**config.mk**
```make
export PLATFORM = sky130hd
export DESIGN_NAME = seg7_scan_ctrl_flat
export DESIGN_NICKNAME = d
export VERILOG_FILES = /design/src/rtl/seg7_scan_ctrl_pkg.sv /design/src/rtl/seg7_scan_ctrl_if.sv /design/src/rtl/seg7_hex_decode.sv /design/src/rtl/seg7_scan_ctrl.sv /design/src/flat_wrapper.sv
export SDC_FILE = /design/constraint.sdc
export NUM_CORES = 1
export LEC_CHECK = 0
export BUFFER_PORTS_ARGS = -buffer_cell sky130_fd_sc_hd__buf_2
export CAP_MARGIN = 10
export CORE_MARGIN = 8
export CORE_UTILIZATION = 60
export CTS_BUF_LIST = sky130_fd_sc_hd__clkbuf_8
export CTS_CLUSTER_DIAMETER = 150
export DETAILED_ROUTE_END_ITERATION = 7
export PLACE_DENSITY = 0.87
export SKIP_CTS_REPAIR_TIMING = 1
export SYNTH_ARGS = -nofsm -noshare
export SYNTH_HDL_FRONTEND = slang
export SYNTH_HIERARCHICAL = 1
export SYNTH_SLANG_ARGS = --single-unit
```
**constraint.sdc**
```tcl
create_clock -name clk -period 4.6 [get_ports clk]
set_clock_uncertainty 0.15 [all_clocks]
set_input_delay 0.46 -clock clk [delete_from_list [all_inputs] [get_ports clk]]
set_output_delay 0.46 -clock clk [all_outputs]
set_load 0.01 [all_outputs]
```
**src/rtl/seg7_scan_ctrl_pkg.sv**
```systemverilog
// Shared types and constants for the seven-segment scan controller.
// Segment patterns are active-low {g,f,e,d,c,b,a}.
package seg7_pkg;

  localparam int DIGIT_W = 4;
  localparam int SEL_W   = 3;

  typedef enum logic {
    BLANK = 1'b0,
    SHOW  = 1'b1
  } scan_state_t;

  localparam logic [6:0] SEG_LUT [16] = '{
    7'h40, 7'h79, 7'h24, 7'h30, 7'h19, 7'h12, 7'h02, 7'h78,
    7'h00, 7'h10, 7'h08, 7'h03, 7'h46, 7'h21, 7'h06, 7'h0E
  };

endpackage

```
**src/rtl/seg7_scan_ctrl_if.sv**
```systemverilog
// Digit write port: one strobe writes one hex digit into the display buffer.
interface seg7_scan_ctrl_if;
  import seg7_pkg::*;

  logic               wr_en;
  logic [SEL_W-1:0]   wr_addr;
  logic [DIGIT_W-1:0] wr_data;

  modport master (output wr_en, output wr_addr, output wr_data);
  modport slave  (input  wr_en, input  wr_addr, input  wr_data);

endinterface

```
**src/rtl/seg7_hex_decode.sv**
```systemverilog
// Combinational hex digit to active-low segment pattern decoder.
module seg7_hex_decode
  import seg7_pkg::*;
(
  input  logic [DIGIT_W-1:0] hex,
  output logic [6:0]         pattern
);

  assign pattern = SEG_LUT[hex];

endmodule

```
**src/rtl/seg7_scan_ctrl.sv**
```systemverilog
// Time-multiplexed scan controller for an 8-digit common-anode display.
// Each digit slot opens with a blanking gap to suppress ghosting.
module seg7_scan_ctrl
  import seg7_pkg::*;
#(
  parameter int CLK_DIV      = 1000,
  parameter int BLANK_CYCLES = 16,
  parameter int NUM_DIGITS   = 8
) (
  input  logic                  clk,
  input  logic                  rst_n,
  input  logic                  en,
  seg7_scan_ctrl_if.slave       wr,
  output logic [DIGIT_W-1:0]    num,
  output logic [SEL_W-1:0]      sel,
  output logic [6:0]            seg,
  output logic [NUM_DIGITS-1:0] an,
  output logic                  frame_tick
);

  localparam int CNT_W = (CLK_DIV > 1) ? $clog2(CLK_DIV) : 1;
  localparam logic [CNT_W-1:0] CNT_LAST   = CNT_W'(CLK_DIV - 1);
  localparam logic [CNT_W-1:0] BLANK_LAST = CNT_W'(BLANK_CYCLES - 1);
  localparam logic [SEL_W-1:0] SEL_LAST   = SEL_W'(NUM_DIGITS - 1);

  logic [DIGIT_W-1:0] digit [NUM_DIGITS];
  logic [DIGIT_W-1:0] cur_digit;
  logic [6:0]         pattern;
  scan_state_t        state;
  logic [CNT_W-1:0]   cnt;

  function automatic logic [NUM_DIGITS-1:0] anode_low(input logic [SEL_W-1:0] idx);
    return ~({{(NUM_DIGITS-1){1'b0}}, 1'b1} << idx);
  endfunction

  // NOTE: the digit buffer is a handful of flops, not a RAM, so it takes a
  // reset like any other state; the display must come up showing zeros.
  always_ff @(posedge clk or negedge rst_n) begin
    if (!rst_n) begin
      for (int i = 0; i < NUM_DIGITS; i++) digit[i] <= '0;
    end else if (wr.wr_en) begin
      digit[wr.wr_addr] <= wr.wr_data;
    end
  end

  assign cur_digit = digit[sel];

  seg7_hex_decode u_hex_decode (
    .hex     (cur_digit),
    .pattern (pattern)
  );

  // Refreshed every cycle so a write to the shown digit lands mid-slot.
  always_ff @(posedge clk or negedge rst_n) begin
    if (!rst_n) begin
      num <= '0;
      seg <= 7'h7F;
    end else begin
      num <= cur_digit;
      seg <= pattern;
    end
  end

  // NOTE: all state here is sequential and uses non-blocking assignments so
  // every branch reads the pre-edge values of cnt, sel and state.
  always_ff @(posedge clk or negedge rst_n) begin
    if (!rst_n) begin
      state      <= BLANK;
      cnt        <= '0;
      sel        <= '0;
      an         <= '1;
      frame_tick <= 1'b0;
    end else begin
      frame_tick <= 1'b0;
      if (!en) begin
        an <= '1;
      end else begin
        unique case (state)
          BLANK: begin
            cnt <= cnt + 1'b1;
            if (cnt == BLANK_LAST) begin
              state <= SHOW;
              an    <= anode_low(sel);
            end else begin
              an <= '1;
            end
          end
          SHOW: begin
            if (cnt == CNT_LAST) begin
              cnt        <= '0;
              sel        <= (sel == SEL_LAST) ? '0 : sel + 1'b1;
              state      <= BLANK;
              an         <= '1;
              frame_tick <= (sel == SEL_LAST);
            end else begin
              cnt <= cnt + 1'b1;
              an  <= anode_low(sel);
            end
          end
          default: state <= BLANK;
        endcase
      end
    end
  end

endmodule

```
**src/flat_wrapper.sv**
```systemverilog
// flat-port wrapper written by rule: the top's interface ports become plain ports
module seg7_scan_ctrl_flat import seg7_pkg::*;
#(
  parameter int CLK_DIV      = 1000,
  parameter int BLANK_CYCLES = 16,
  parameter int NUM_DIGITS   = 8
)
  (clk, rst_n, en, num, sel, seg, an, frame_tick, wr_wr_en, wr_wr_addr, wr_wr_data);
  seg7_scan_ctrl_if wr_i ();
  input  logic clk;
  input  logic rst_n;
  input  logic en;
  output logic [DIGIT_W-1:0] num;
  output logic [SEL_W-1:0] sel;
  output logic [6:0] seg;
  output logic [NUM_DIGITS-1:0] an;
  output logic frame_tick;
  input wire logic [$bits(wr_i.wr_en)-1:0] wr_wr_en;
  input wire logic [$bits(wr_i.wr_addr)-1:0] wr_wr_addr;
  input wire logic [$bits(wr_i.wr_data)-1:0] wr_wr_data;
  assign wr_i.wr_en = wr_wr_en;
  assign wr_i.wr_addr = wr_wr_addr;
  assign wr_i.wr_data = wr_wr_data;
  seg7_scan_ctrl #(.CLK_DIV(CLK_DIV), .BLANK_CYCLES(BLANK_CYCLES), .NUM_DIGITS(NUM_DIGITS)) u_core (.clk(clk), .rst_n(rst_n), .en(en), .wr(wr_i), .num(num), .sel(sel), .seg(seg), .an(an), .frame_tick(frame_tick));
endmodule
```
# After elaboration in Yosys (flattened, before gate mapping)

Memories as Yosys holds them, arrays and structs flattened. A register that Yosys moved wholly into a read port is not among the register bits.
Index checks and enable logic that the tools add are counted.

Logic and storage cells: 51
Memories: 1
Register bits: 59
Output and inout bits: 23
Bits in read-only memories: 112

Reduce and logical (&&, ||, !) cells: 3
$lt $le $gt $ge: 3
Add/subtract/negate cells: 2
Mux-type cells: 19
Eq/ne operators: 3
Bitwise gates (word level): 5
Shift-type cells: 1

Memory list:

| memory           | depth | width | read ports | clocked after memory_dff | wr ports | RTL line             | RTL |
|---|---|---|---|---|---|---|---|
| (name not given) | 16    | 7     | 1          | 1                        | 0        | seg7_hex_decode.sv:9 | `assign pattern = SEG_LUT[hex];` |

Operators by type and width:

| operator              | count |
|---|---|
| $bwmux 32             | 1 |
| $mux 8                | 3 |
| $pmux 10 s2           | 1 |
| $pmux 8 s2            | 1 |
| $bmux 4 s3            | 1 |
| $demux 4 s3           | 1 |
| $mux 4                | 3 |
| $add 10x1->10 const B | 1 |
| $eq 10x10->1 const B  | 1 |
| $eq 10x4->1 const B   | 1 |
| $mux 10               | 1 |
| $ge 4x4->1 const B    | 2 |
| $not 3->4             | 2 |
| $not 8->8             | 1 |
| $shl 1x3->8 const A   | 1 |
| $mux 1                | 5 |
| $not 4->5             | 1 |
| $lt 4x1->1 const B    | 1 |
| $add 3x1->3 const B   | 1 |
| $eq 3x3->1 const B    | 1 |
| $mux 3                | 1 |
| $reduce_and 3->1      | 1 |
| $pmux 1 s2            | 1 |
| $logic_and 1x1->1     | 1 |
| other kinds (2)       | 2 |

# Logic depth before layout (Yosys ltp)

Gate-level depths: netlist of run 1.

Word-level depth: 6
Mapped depth: 9

# By module

Netlist of run 1, hierarchy kept.

Modules (own cells, without submodules):

| module          | seq. area each (um^2) | area each (um^2) | instances | cells an instance |
|---|---|---|---|---|
| seg7_scan_ctrl  | 1670.4                | 2939.1           | 1         | 211 |
| seg7_hex_decode | 0.0                   | 269.0            | 1         | 33 |

# Least setup slack after synthesis of run 1

OpenSTA, ideal clock, no wires.

Path type: reg2reg
Start point: register u_core.sel[0]
End point: register u_core.seg[3]
Arrival: 2.213 ns
Slack: 2.144 ns
Setup time: 0.094 ns
Path buffers: 1
Stages on the path, launching flop included: 9
Period minus slack after synthesis: 2.456 ns
Data required time: 4.356 ns
Cells stage by stage: dfrtp_1 buf_2 mux4_2 nand2_1 nand2_1 inv_1 ha_1 inv_1 mux4_2

Cells in the longest elaborated chain, start to end: 5

Ends and longest elaborated chain:

| item                                      | RTL line             | RTL |
|---|---|---|
| start, declared                           | seg7_scan_ctrl.sv:15 | `output logic [SEL_W-1:0] sel,` |
| start signal, assigned                    | seg7_scan_ctrl.sv:91 | `sel <= (sel == SEL_LAST) ? '0 : sel + 1'b1;` |
| $not 3->4 (implied by the code)           | seg7_scan_ctrl.sv:46 | `assign cur_digit = digit[sel];` |
| $bmux 4 s3                                | seg7_scan_ctrl.sv:46 |  |
| $mux 4 (implied by the code) (2 in a row) | seg7_scan_ctrl.sv:46 |  |
| via u_core.cur_digit[0]                   | seg7_scan_ctrl.sv:27 | `logic [DIGIT_W-1:0] cur_digit;` |
| $not 4->5 (implied by the code)           | seg7_hex_decode.sv:9 |  |
| end, declared                             | seg7_scan_ctrl.sv:16 | `output logic [6:0] seg,` |

The timed path passes the listed nets, and every way through them passes these cells. The select of a mux whose other input is x is not followed.
A chain may end at the register's enable or synchronous reset.

# Final worst setup path of run 1

Same ends and word-level chain as after synthesis.

==> metrics.md, run 1 <==
| Metric | Value |
|---|---|
| Status | finished, final reports clean |
| Utilization after layout | 69.5% |
| Vias | 2064 |
| Switch share | approximately 30% |
| Die Y-Extent | 89.1 um |
| Max-cap viol count | 0 |
| Slew headroom | approximately 46% |
| Worst path top cell family by delay | multiplexers |
| Simple-Gate Fraction of Synth Area | 13.8% |
| Total track usage | 17.5% |
| Routed wire length per instance | 17.1 um |
| Syn. warnings | 6 |
| CTS tree | built |
| Largest family of logic cells by synthesized area | multiplexers |
| Root Buffer | clkbuf_8 |
| Worst Path Buf+Inv | 2 |
| Fin nets | 305 |
| First DRT Iteration DRCs | just over 80 |
| Reg power frac | 51.0% |
| Synth top area share | 39.8% |
| Max IR drop VDD | approximately 240 uV |
| Critical path cell sequence | mux4_2, nand2_1, nand2_1, inv_1, ha_1, inv_1, mux4_2 |
| Critical R2R Launch | u_core/sel[0] |
| Pleak | 0.00159 uW |
| Worst-Margin Slew | 0.804 ns |
| Io pins | 34 |
| Area growth syn-to-layout | 11.4% |
| Mapped cell area | roughly 0.0032 sq mm |
| Vias in the first global route | 2163 |
| Critical Path Fanout Max | 14 |
| Synth top cells by count | dfrtp_1 (51), mux2_2 (33), nand2_1 (20) |
| Post-synth EDFFs | 0 |
| Core area | 0.00514 sq mm |
| Largest net degree at the start of global routing | 67 |
| Slew Limit Fails | 0 |
| Post-detail-place hpwl | around 4.3 mm |
| Netlist cell types | 44 |
| Row count | 26 |
| Post-synthesis sequential area ratio | 52.1% |
| Worst Setup End Kind | flop |
| Adder-cell area share of the yosys netlist | 5.46% |
| Syn_nets | between 200 and 300 |
| DRC viols | 0 |
| Power Internal | 1120 uW |
| Dominant cell type by area after synthesis | dfrtp_1 |
| Synthesized-area fraction occupied by xor and xnor cells | 0.819% |
| Mux cell area share after synthesis | between 20% and 30% |
| Post-layout power | 1590 uW |
| Routed WL | 6.07 mm |
| Fmax | 370 MHz |
| Avg Cell Area, Syn | 13.1 sq um |
| Drt first pass iters | 4 |
| Worst hold margin | 0.156 ns |
| FF-to-FF path depth | 7 |
| Initial antenna violation count | 0 |
| Width of the die | between 80 and 90 um |
| Startpoint Class | flop |
| Clock network fraction of total power | 26.1% |
| Final hold violation count | 0 |
| Final setup viols | 0 |
| Drt via density | 5.83 |
| H-tree depth | 3 |
| Flop-to-flop setup slack | 1.89 ns |
| P_sw | between 400 and 500 uW |
| Part of the cycle the worst path needs | about three fifths |
| Largest stage delay, worst path | ~0.8 ns |
| Total grt overflow | 0 |
| Clock buffer count from CTS | 9 |
| Layout cells sized above 1 | between 40% and 50% |
| Worst path arrival time | roughly 2.8 ns |
| Die footprint | 0.00794 sq mm |
| Min-Delay Path Class | in2async |
| Most frequent cell after synthesis | dfrtp_1 |
| Clk buf depth | 2 |
| Synth Area in Compound Gates | 4.06% |
| Fin crit period | 2.71 ns |
| Clk slew on worst S/H paths | 0.07 ns |
| Global-route wire length before repair | 10.4 mm |
| Routability cong. | 0.775 |
| Setup TNS | 0 ns |
| Async set-reset flop share out of synthesis | 100% |
| CP max stage cell | dfrtp_1 |
| Initial core utilization | 62.4% |
| ANT cells | 0 |
| Port bufs | 33 |
| ANT nets after route | 0 |
| Synth top area cells | dfrtp_1 (40%), dfstp_2 (12%), mux2_2 (12%), mux4_2 (6.3%), ha_1 (5.5%) |
| Post-synth top flop | dfrtp_1 |
| Clk_lat worst skew | 0.33 ns |
| R2r endpoint | u_core/seg[3] |
| Yosys reg bits | 66 |
| Pwr per Cell Area | 446 mW/mm^2 |
| Filler instances | roughly 380 |
| Critical Path Stages | 7 |
| RSZ-0062 raised after global routing | false |
| WS Path Type | reg2reg |
| Combinational share of power | between 20% and 30% |
| CTS Sinks | between 60 and 70 |
| CP Data Required Time | 4.70 ns |
| Syn Inst Count | 244 |
-- worst max path at each step --
stage / startpoint / end
after global routing: u_core/sel[0] / u_core/seg[3]
after detailed placement: u_core/sel[0] / u_core/seg[3]
final: u_core/sel[0] / u_core/seg[3]
after global placement: u_core/sel[0] / u_core/seg[3]
after CTS: u_core/sel[0] / u_core/seg[3]
after floorplan: u_core/sel[0] / u_core/seg[3]
-- kinds of logic after synthesis --
kind of cell	Yosys count
mux	51
compound gates	20
xor+xnor	3
buf+inv	17
simple gates	73
fa+ha+maj	14
flops	66
-- layout make-up --
class                      count  area [sq um]  area share (%)
tap                           70          87.6            2.45
timing repair buffer          34           173            4.83
clock buffer                  11           151            4.24
sequential                    66          1670            46.7
inverter                       8          30.0           0.840
multi-input combinational    161          1440            40.4
clock inverter                 4          18.8           0.525
-- layout by cell type (no fill, tap or decap), drive strengths merged, types with 6 or more instances in the layout --
cell type  instances
mux2              34
a21oi              7
dfrtp             51
mux4               9
mux2i              8
inv                9
nand3              6
nand2             20
nand4              9
nor2               8
dfstp             15
clkbuf            11
buf               34
ha                14
-- stage by stage --
stage	std cells	area (sq um)	worst slack [ns]
3_3_place_gp	339	3400	1.98
4_1_cts	354	3570	1.88
3_5_place_dp	339	3400	1.89
6_report	354	3570	1.89
5_1_grt	354	3570	1.63
2_1_floorplan	244	3210	2.14
-- sequential cells by signal (all words and copies together), names as in the netlist --
| name | count |
|---|---|
| u_core/digit | 32 |
| u_core/sel | 3 |
| u_core/an | 8 |
| u_core/cnt | 10 |
| u_core/num | 4 |
| u_core/seg | 7 |
| u_core/state | 1 |
| u_core/frame_tick | 1 |
-- power groups by stage --
stage                     clock network (uW)  logic (uW)  registers [uW]
final                                    416         366             812
after global routing                     456         409             831
after CTS                                429         371             811
after detailed placement                   0         369             821
after global placement                     0         350             816
after floorplan                            0         276             805
-- layer usage --
metal  up-vias  global-route usage, %  wire length [um]
met2        50                   29.1              3050
met5         -                      0                 0
li1        958                      -                 -
met1      1048                   21.2              2680
met4         0                   5.44                65
met3         8                   5.24               272
Power figures use the tool's default switching activity.
==> run 2, diff against run 1 <==
==> constraint.sdc (replaced) <==
create_clock -name clk -period 2.55 [get_ports clk]
set_clock_uncertainty 0.15 [all_clocks]
set_input_delay 0.255 -clock clk [delete_from_list [all_inputs] [get_ports clk]]
set_output_delay 0.255 -clock clk [all_outputs]
set_load 0.01 [all_outputs]
==> run 2 against run 1 <==
Net effect:
- register-to-register slack lost 1.7 ns
- core utilization up 2.2 points
- sequential power grew 81%
- clock power up 150%
- critical path type unchanged
- largest power group unchanged
==> metrics.md, run 2 (synthesis results as in run 1) <==
| Metric | Value |
|---|---|
| ANT nets after route | 0 (unchanged) |
| Port bufs | 33 (unchanged) |
| Core area | 0.00514 sq mm (unchanged) |
| Setup TNS | 0 ns (unchanged) |
| Min-Delay Path Class | in2reg |
| Critical path cell sequence | mux4_2, nand2_1, nand2_1, inv_1, ha_1, inv_1, mux4_2 |
| ANT cells | 0 (unchanged) |
| Largest stage delay, worst path | 0.54 ns (-0.24 ns) |
| Max-cap viol count | 0 (unchanged) |
| Global-route wire length before repair | 10.5 mm (+1.1%) |
| Largest net degree at the start of global routing | 27 (-60%) |
| Clk buf depth | 2 (unchanged) |
| First DRT Iteration DRCs | 62 (-24%) |
| Clk slew on worst S/H paths | 0.07 ns (about the same) |
| Worst-Margin Slew | 0.520 ns (-0.284 ns) |
| RSZ-0062 raised after global routing | false |
| CTS Sinks | 66 (unchanged) |
| H-tree depth | 3 (unchanged) |
| Pwr per Cell Area | 861 mW/mm^2 (+93%) |
| Drt via density | 5.80 (-0.51%) |
| Final Worst Setup Slack | 0.221 ns (-1.67 ns) |
| Fin nets | 311 (+2.0%) |
| CTS tree | built |
| Die footprint | 0.00794 sq mm (unchanged) |
| Max FFs per register | 32 (unchanged) |
| Critical Path Fanout Max | 9 (-5) |
| Critical R2R Launch | u_core/sel[0] |
| Row count | 26 (unchanged) |
| Most frequent cells in the layout | dfrtp_1 (50), buf_2 (33), mux2_2 (33) |
| Startpoint Class | flop |
| CP Data Required Time | 2.66 ns (-2.04 ns) |
| Post-detail-place hpwl | 4.51 mm (+4.7%) |
| Vias | 2094 (+1.5%) |
| Vias in the first global route | 2105 (-2.7%) |
| DRC viols | 0 (unchanged) |
| Initial antenna violation count | 0 (unchanged) |
| Worst Setup End Kind | flop |
| CP max stage cell | mux4_2 |
| Fin crit period | 2.33 ns (-0.376 ns) |
| Part of the cycle the worst path needs | 91.3% (+33 points) |
| Worst Setup SP | u_core/sel[0] |
| Worst hold margin | 0.0805 ns (-0.0755 ns) |
| Root Buffer | clkbuf_8 |
| Layout cells sized above 1 | 43.0% (+1.4 points) |
| Clk_lat worst skew | 0.34 ns (about the same) |
| Pleak | 0.00164 uW (+3.5%) |
| Die Y-Extent | 89.1 um (unchanged) |
| Final hold violation count | 0 (unchanged) |
| WS Path Type | reg2reg |
| Worst path arrival time | 2.44 ns (-0.37 ns) |
| Clock buffer count from CTS | 9 (unchanged) |
| Routability cong. | 0.812 (+4.7%) |
| Max IR drop VDD | 606 uV (+150%) |
| Fmax | 429 MHz (+16%) |
| Initial core utilization | 62.4% (unchanged) |
| Most common cell after layout, fill and taps aside | dfrtp_1 |
| Most flop-heavy register | u_core/digit |
| Filler instances | 391 (+2.1%) |
| Final setup viols | 0 (unchanged) |
| Routed wire length per instance | 17.1 um (about the same) |
| Total track usage | 17.8% (+0.38 points) |
| Hold_sp | en |
| Slew Limit Fails | 0 (unchanged) |
| Total grt overflow | 0 (unchanged) |
| Slew headroom | 65.2% (+19 points) |
| Routed WL | 6.18 mm (+1.9%) |
| Drt first pass iters | 4 (unchanged) |
| Width of the die | 89.1 um (unchanged) |
| Io pins | 34 (unchanged) |
| Worst slack, placed | 0.0374 ns (-1.85 ns) |
| Area growth syn-to-layout | 14.9% |
| Largest registers | u_core/digit x32, u_core/cnt x10, u_core/an x8 |
| Status | finished, final reports clean |
==> run 2: changes by cell type in the layout (fill, tap and decap cells not counted), sizes merged <==
cell and delta:
bufinv +3, buf +5, clkbuf -2, dlygate4sd3 +1
==> run 2: worst paths after layout <==
check / to / slack, ns / depth (start not counted)
max: u_core/seg[3] / 0.22 / 7
min: u_core/an[1] / 0.08 / 2
max reg2reg: u_core/seg[3] / 0.22 / 7
min reg2reg: u_core/digit[17] / 0.35 / 1
max in group asynchronous: u_core/an[1] / 1.24 / 3
min in group asynchronous: u_core/digit[27] / 0.26 / 2
==> run 2: through the flow <==
stage          util [%]  power [uW]  cell area, sq um  cells
2_1_floorplan         -        1950              3210    244
3_3_place_gp       66.9        2120              3440    344
3_5_place_dp       66.9        2160              3440    344
4_1_cts            71.5        3190              3670    360
5_1_grt            71.7        3350              3680    361
6_report           71.7        3170              3680    361
==> run 2: per-layer routing <==
metal,wire (um),global-route usage [%],up-vias
met5,0,0,-
met4,120,9.52,0
met3,302,4.87,10
met2,3000,27.6,50
met1,2750,22.3,1056
li1,-,-,978
==> run 2: critical path: cells and delay by family (launching register included) <==
family                   cells  cell delay (ns)
adder cells (fa/ha/maj)      1             0.17
buffers and inverters        2             0.22
flip-flops                   1             0.53
multiplexers                 2             0.98
AND/OR/NAND/NOR              2             0.20
==> run 2: power by group <==
group	internal, uW	total, uW	switching, uW
logic	344	674	330
clock network	640	1020	384
registers	1310	1470	167
==> run 2: area by class of cell <==
cell class                      instances  area (sq um)  share of cell area, %
Inverter                                8          30.0                  0.815
Timing Repair Buffer                   40           220                   5.98
Sequential cell                        66          1670                   45.4
Clock buffer                            9           124                   3.36
Tap cell                               70          87.6                   2.38
Multi-Input combinational cell        161          1440                   39.2
Clock inverter                          7           109                   2.95
